<file path="src/rtl/viterbi_channel_sim.sv">
// Channel error injector between a convolutional encoder and a Viterbi decoder.
// Flips masked symbol bits on a periodic, pseudo-random or burst schedule and keeps windowed error statistics.
module viterbi_channel_sim #(
    parameter int unsigned W     = 2,
    parameter int unsigned N     = 3,
    parameter int unsigned BURST = 2,
    parameter int unsigned WIN   = 256
) (
    input  logic                       clk,
    input  logic                       rst,
    input  logic                       clr_i,
    input  logic [1:0]                 mode_i,
    input  logic [W-1:0]               mask_i,
    input  logic                       valid_i,
    input  logic [W-1:0]               sym_i,
    output logic                       valid_o,
    output logic [W-1:0]               sym_o,
    output logic                       err_o,
    output logic [$clog2(WIN+1)-1:0]   sym_ct_o,
    output logic [15:0]                bad_bit_ct_o,
    output logic                       window_done_o
);

    localparam int unsigned P  = 1 << N;
    localparam int unsigned CW = $clog2(WIN + 1);
    localparam int unsigned PW = $clog2(W + 1);
    localparam int unsigned BW = 16;
    localparam int unsigned SW = BW + 1;
    localparam int unsigned LW = 16;

    localparam logic [N-1:0]  SC_LAST    = N'(P - 1);
    localparam logic [N-1:0]  SC_BURST   = N'(P - BURST);
    localparam logic [CW-1:0] SYM_CT_END = CW'(WIN);
    localparam logic [LW-1:0] LFSR_SEED  = 16'hACE1;

    localparam logic [1:0] MODE_PERIODIC = 2'b01;
    localparam logic [1:0] MODE_RANDOM   = 2'b10;
    localparam logic [1:0] MODE_BURST    = 2'b11;

    logic          valid_q, valid_d;
    logic [W-1:0]  sym_q, sym_d;
    logic          err_q, err_d;
    logic [N-1:0]  sc_q, sc_d;
    logic [LW-1:0] lfsr_q, lfsr_d;
    logic [CW-1:0] sym_ct_q, sym_ct_d;
    logic [BW-1:0] bad_q, bad_d;
    logic          done_q, done_d;

    logic          inj;
    logic [W-1:0]  flip;
    logic [PW-1:0] flip_ct;
    logic [SW-1:0] bad_sum;
    logic [BW-1:0] bad_sat;
    logic          lfsr_fb;
    logic [CW-1:0] sym_ct_inc;

    // Injection decision uses the symbol position before this symbol advances it
    always_comb begin
        inj = 1'b0;
        case (mode_i)
            MODE_PERIODIC: inj = (sc_q == SC_LAST);
            MODE_RANDOM:   inj = (lfsr_q[N-1:0] == '0);
            MODE_BURST:    inj = (sc_q >= SC_BURST);
            default:       inj = 1'b0;
        endcase
        if (clr_i) begin
            inj = 1'b0;
        end
    end

    // Corrupted-bit count for this symbol, folded into a saturating total
    always_comb begin
        flip    = mask_i & {W{inj}};
        flip_ct = '0;
        for (int i = 0; i < W; i++) begin
            flip_ct = flip_ct + PW'(flip[i]);
        end
        bad_sum = SW'(bad_q) + SW'(flip_ct);
        bad_sat = bad_sum[BW] ? {BW{1'b1}} : bad_sum[BW-1:0];
    end

    assign lfsr_fb    = lfsr_q[0] ^ lfsr_q[2] ^ lfsr_q[3] ^ lfsr_q[5];
    assign sym_ct_inc = sym_ct_q + CW'(1);

    always_comb begin
        valid_d  = valid_i;
        sym_d    = sym_q;
        err_d    = err_q;
        sc_d     = sc_q;
        lfsr_d   = lfsr_q;
        sym_ct_d = sym_ct_q;
        bad_d    = bad_q;
        done_d   = done_q;

        if (valid_i) begin
            sym_d  = sym_i ^ flip;
            err_d  = inj;
            sc_d   = sc_q + N'(1);
            lfsr_d = {lfsr_fb, lfsr_q[LW-1:1]};
        end

        // Clear wins over counting; the LFSR keeps running
        if (clr_i) begin
            sc_d     = '0;
            sym_ct_d = '0;
            bad_d    = '0;
            done_d   = 1'b0;
        end else if (valid_i && !done_q) begin
            sym_ct_d = sym_ct_inc;
            bad_d    = bad_sat;
            done_d   = (sym_ct_inc == SYM_CT_END);
        end
    end

    always_ff @(posedge clk or negedge rst) begin
        if (!rst) begin
            valid_q  <= 1'b0;
            sym_q    <= '0;
            err_q    <= 1'b0;
            sc_q     <= '0;
            lfsr_q   <= LFSR_SEED;
            sym_ct_q <= '0;
            bad_q    <= '0;
            done_q   <= 1'b0;
        end else begin
            valid_q  <= valid_d;
            sym_q    <= sym_d;
            err_q    <= err_d;
            sc_q     <= sc_d;
            lfsr_q   <= lfsr_d;
            sym_ct_q <= sym_ct_d;
            bad_q    <= bad_d;
            done_q   <= done_d;
        end
    end

    assign valid_o       = valid_q;
    assign sym_o         = sym_q;
    assign err_o         = err_q;
    assign sym_ct_o      = sym_ct_q;
    assign bad_bit_ct_o  = bad_q;
    assign window_done_o = done_q;

endmodule

</file>
<file path="config.mk">
export PLATFORM = sky130hd
export DESIGN_NAME = viterbi_channel_sim
export DESIGN_NICKNAME = d
export VERILOG_FILES = /design/src/rtl/viterbi_channel_sim.sv
export SDC_FILE = /design/constraint.sdc
export NUM_CORES = 1
export LEC_CHECK = 0
export CAP_MARGIN = 0
export CORE_ASPECT_RATIO = 0.7
export CORE_MARGIN = 5
export CORE_UTILIZATION = 58
export DETAILED_ROUTE_END_ITERATION = 6
export GPL_TIMING_DRIVEN = 0
export PLACE_DENSITY = 0.88
export SLEW_MARGIN = 20
export SYNTH_ARGS = -nofsm -noshare
export SYNTH_HDL_FRONTEND = slang
export SYNTH_SLANG_ARGS = --single-unit
</file>
<file path="constraint.sdc">
create_clock -name clk -period 5.78 [get_ports clk]
set_clock_uncertainty 0.2 [all_clocks]
set_input_delay 1.156 -clock clk [delete_from_list [all_inputs] [get_ports clk]]
set_output_delay 1.156 -clock clk [all_outputs]
set_load 0.1 [all_outputs]
</file>
==> results_tabular.tex <==
\begin{tabular}{lr}
\hline
Metric & Value \\
\hline
\multicolumn{2}{l}{\textbf{Status}} \\
Outcome & completed \\
\multicolumn{2}{l}{\textbf{Detailed routing}} \\
\# DRC & 0 \\
Detailed Routing Iterations Pass 1 & 4 \\
Via Count & 2,038 \\
Met2 wire length & 2530 µm \\
Met3 routed WL & 318 µm \\
Final WL & 5480 µm \\
Count of routing violations after the opening detailed-route iteration & 110 \\
Highest metal layer with signal wires & met4 \\
Post-detailed-route via-to-cell ratio & 5.89 \\
Routed wirelength normalized by instance count & 15.8 µm \\
Post-route antenna net violation count & 0 \\
Post-Route M1 WL & 2570 µm \\
\multicolumn{2}{l}{\textbf{Final layout}} \\
Antenna diode count & 0 \\
Area growth from synthesis to layout & 22.7\% \\
Post-layout net count & 306 \\
Fraction of final layout cells with drive strength greater than 1 & 21.0\% \\
Fill cell instance count of the final layout & 310 \\
\multicolumn{2}{l}{\textbf{Timing}} \\
Setup repair after global routing missed its margin & no \\
Clock period minus worst slack & 4.03 ns \\
Worst Tran Pin Value & 0.986 ns \\
Highest clock rate & 248 MHz \\
Normalized max-slew margin & 34.0\% \\
Final Max Tran Viols & 0 \\
Part of the cycle the worst path needs & 69.7\% \\
Final-report setup violation count & 0 \\
Final hold vios & 0 \\
Post-Route Setup TNS & 0 ns \\
Setup WS post-layout & 1.75 ns \\
\multicolumn{2}{l}{\textbf{Critical path}} \\
Origin of the critical flop-to-flop path & lfsr\_q[1]\$\_DFFE\_PN0P\_ \\
CP startpoint kind & primary input \\
Capture point of the critical path & bad\_bit\_ct\_o[9]\$\_DFFE\_PN0P\_ \\
Endpoint required time on the critical path & 5.79 ns \\
R2r setup slk & 2.69 ns \\
FF-to-FF path depth & 10 \\
Highest fanout seen on the critical path & 5 \\
Worst setup path startpoint & mode\_i[0] \\
Crit path arrival time & 4.04 ns \\
Worst Path Class, Setup & primary input to flip-flop \\
RR Endpoint & bad\_bit\_ct\_o[9]\$\_DFFE\_PN0P\_ \\
Worst setup EP type & flip-flop \\
\multicolumn{2}{l}{\textbf{Yosys}} \\
Number of warnings issued by yosys & 0 \\
Net count after synthesis & 259 \\
Combined area of all synthesized cells & 0.00259 mm² \\
Ys flop type & sky130\_fd\_sc\_hd\_\_dfrtp\_1 \\
Count of flip-flops with a built-in enable after synthesis & 0 \\
Xor and xnor area share after synthesis & 5.07\% \\
Async set-or-reset flop fraction in the synthesized netlist & 100\% \\
Largest cells by area after synthesis & sky130\_fd\_sc\_hd\_\_dfrtp\_1, sky130\_fd\_sc\_hd\_\_dfstp\_2, sky130\_fd\_sc\_hd\_\_mux2\_2 \\
Cell count after synthesis & 243 \\
Leading area contributor after synthesis & sky130\_fd\_sc\_hd\_\_dfrtp\_1 \\
Most repeated cell in the gate-level netlist after synthesis & sky130\_fd\_sc\_hd\_\_dfrtp\_1 \\
Register area share after synthesis & 47.7\% \\
Most instantiated cells after synthesis & sky130\_fd\_sc\_hd\_\_dfrtp\_1, sky130\_fd\_sc\_hd\_\_nor2\_1, sky130\_fd\_sc\_hd\_\_mux2\_2 \\
Multiplexer fraction of the synthesized cell area & 9.70\% \\
Adder and majority cell fraction of the synthesized area & 3.18\% \\
Synth cell types & 53 \\
Synthesized area per cell & 10.7 µm² \\
Share of synthesized cell area in and, or, nand and nor gates & 19.9\% \\
Area share of the largest cell type after synthesis & 39.6\% \\
Dominant combinational cell family by area after synthesis & simple AND/OR/NAND/NOR gates \\
Number of synthesized register bits & 49 \\
Complex-gate fraction of the synthesized area & 10.7\% \\
\multicolumn{2}{l}{\textbf{Floorplanning}} \\
Die ar. & 0.00593 mm² \\
Core ar. & 0.00433 mm² \\
Overall die height & 66.0 µm \\
Horizontal die dimension & 89.9 µm \\
Site Rows & 20 \\
Initial Util & 59.9\% \\
IO Pins & 40 \\
\multicolumn{2}{l}{\textbf{Global routing}} \\
Global router's overall resource usage & 20.1\% \\
Antenna violations before repair & 0 \\
Remaining global-route overflow & 0 \\
Pin count of the biggest net entering global routing & 32 \\
Via count of the first global-routing pass & 1,967 \\
Wire length of the first global-routing pass & 9630 µm \\
\multicolumn{2}{l}{\textbf{Clock tree}} \\
Number of CTS-inserted buffers & 5 \\
Clock sinks & 49 \\
Total number of H-tree levels & 2 \\
Latest clock arrival within the worst-skew pair & 0.31 ns \\
CTS hold repair buffers & 0 \\
TritonCTS clock tree & done \\
Buffer count from post-CTS setup fixing & 0 \\
Clock-pin slew on the worst setup and hold paths & 0.09 ns \\
Clock Path Buffers & 2 \\
Resized Gates After CTS & 0 \\
Root Driver & sky130\_fd\_sc\_hd\_\_clkbuf\_8 \\
\multicolumn{2}{l}{\textbf{Placed design}} \\
Buffers on Ports & 39 \\
Gpl congestion & 0.839 \\
Pre-CTS setup slack & 1.43 ns \\
DP Wirelength & 3990 µm \\
\multicolumn{2}{l}{\textbf{Power and ir drop}} \\
Power density normalized to cell area & 282 mW/mm² \\
Cell leakage power & 0.00132 µW \\
VDD IR max & 0.000265 V \\
\multicolumn{2}{l}{\textbf{Flow run}} \\
Max\_cap viols & 0 \\
\multicolumn{2}{l}{\textbf{Hold path}} \\
Hold WC Path Type & flip-flop to flip-flop \\
\hline
\end{tabular}
-- cells by family (layout without fill, tap and decap cells) --
kind of cell,after synthesis,after routing
AOI/OAI and AO/OA,39,39
xor gates and xnor gates,15,15
adders and majority gates,6,6
buffers and inverters,21,69
DFF,49,49
muxes,23,23
and+or+nand+nor,90,90
-- worst min-delay path by stage --
stage                      startpoint                     end  slack, ns  cells past startpoint
5_1_grt        lfsr_q[15]$_DFFE_PN1P_  lfsr_q[15]$_DFFE_PN1P_       0.33                      2
3_5_place_dp   lfsr_q[15]$_DFFE_PN1P_  lfsr_q[15]$_DFFE_PN1P_       0.29                      2
2_1_floorplan  lfsr_q[15]$_DFFE_PN1P_  lfsr_q[15]$_DFFE_PN1P_       0.26                      2
4_1_cts        lfsr_q[15]$_DFFE_PN1P_  lfsr_q[15]$_DFFE_PN1P_       0.30                      2
6_report       lfsr_q[15]$_DFFE_PN1P_  lfsr_q[15]$_DFFE_PN1P_       0.29                      2
3_3_place_gp   lfsr_q[15]$_DFFE_PN1P_  lfsr_q[15]$_DFFE_PN1P_       0.28                      2
-- registers in the layout, summed over array words and instances, names as in the netlist --
register and count:
sym_ct_o 9, err_o 1, sc_q 3, sym_o 2, bad_bit_ct_o 16, lfsr_q 16, window_done_o 1, valid_o 1
-- critical path: stages --
cell and delay [ns]:
sky130_fd_sc_hd__clkdlybuf4s50_1 0.44, sky130_fd_sc_hd__nand2b_1 0.15, sky130_fd_sc_hd__nor4_1 0.29, sky130_fd_sc_hd__o21ai_0 0.28, sky130_fd_sc_hd__fa_1 0.46, sky130_fd_sc_hd__inv_1 0.07
sky130_fd_sc_hd__ha_1 0.20, sky130_fd_sc_hd__nand3_2 0.16, sky130_fd_sc_hd__nor2_2 0.21, sky130_fd_sc_hd__and3_4 0.25, sky130_fd_sc_hd__nor2_2 0.08, sky130_fd_sc_hd__a221oi_2 0.28
-- stage by stage --
step                utilization, %  hold WS, ns  cell area (µm²)  power (µW)  cells
CTS                           73.5        0.300             3180         904    346
finish                        73.5        0.294             3180         897    346
detailed placement            70.9        0.288             3070         658    338
floorplan                        -        0.265             2590         604    243
global placement              70.5        0.276             3050         647    337
global route                  73.5        0.326             3180         946    346
-- cell usage in the layout (no fill, tap or decap), types with 2 or more instances in the layout --
| master | Yosys | routed |
|---|---|---|
| sky130_fd_sc_hd__nor2_2 | 2 | 2 |
| sky130_fd_sc_hd__a311oi_1 | 4 | 4 |
| sky130_fd_sc_hd__inv_1 | 9 | 9 |
| sky130_fd_sc_hd__nand4_1 | 4 | 4 |
| sky130_fd_sc_hd__xor2_1 | 7 | 7 |
| sky130_fd_sc_hd__a221oi_2 | 2 | 2 |
| sky130_fd_sc_hd__a211oi_1 | 4 | 4 |
| sky130_fd_sc_hd__clkbuf_8 | 1 | 6 |
| sky130_fd_sc_hd__ha_1 | 5 | 5 |
| sky130_fd_sc_hd__nor2b_1 | 4 | 4 |
| sky130_fd_sc_hd__nor3_1 | 3 | 3 |
| sky130_fd_sc_hd__nor3_4 | 2 | 2 |
| sky130_fd_sc_hd__nor2_1 | 32 | 32 |
| sky130_fd_sc_hd__a21oi_1 | 8 | 8 |
| sky130_fd_sc_hd__mux2i_1 | 6 | 6 |
| sky130_fd_sc_hd__and3_1 | 2 | 2 |
| sky130_fd_sc_hd__nand3_2 | 5 | 5 |
| sky130_fd_sc_hd__a41oi_1 | 2 | 2 |
| sky130_fd_sc_hd__xnor2_1 | 8 | 8 |
| sky130_fd_sc_hd__clkdlybuf4s50_1 | 0 | 38 |
| sky130_fd_sc_hd__clkbuf_1 | 5 | 5 |
| sky130_fd_sc_hd__nand2_1 | 15 | 15 |
| sky130_fd_sc_hd__buf_2 | 4 | 5 |
| sky130_fd_sc_hd__a31oi_1 | 4 | 4 |
| sky130_fd_sc_hd__dfrtp_1 | 41 | 41 |
| sky130_fd_sc_hd__mux2_2 | 17 | 17 |
| sky130_fd_sc_hd__dfstp_2 | 8 | 8 |
| sky130_fd_sc_hd__o21ai_0 | 7 | 7 |
| sky130_fd_sc_hd__nand3_1 | 7 | 7 |
-- cell type report --
| cell class | instances | area, µm² | share of cell area [%] |
|---|---|---|---|
| clock inverter | 3 | 46.3 | 1.45 |
| tap | 55 | 68.8 | 2.16 |
| sequential | 49 | 1240 | 38.8 |
| multi-input combinational | 173 | 1260 | 39.6 |
| timing repair buffer | 40 | 405 | 12.7 |
| inverter | 9 | 33.8 | 1.06 |
| clock buffer | 5 | 68.8 | 2.16 |
| buffer | 12 | 63.8 | 2.00 |
-- routing by layer --
layer,up-vias,GRT usage [%]
li1,957,-
met3,7,4.66
met1,1016,28.8
met2,58,30.6
met4,0,5.95
met5,-,0
-- report_power, final --
part	switching [µW]	internal, µW
clock	118	130
combinational	93.1	88.4
sequential	41.2	427
total	252	645
No activity file was read; power rests on OpenSTA's default activity.
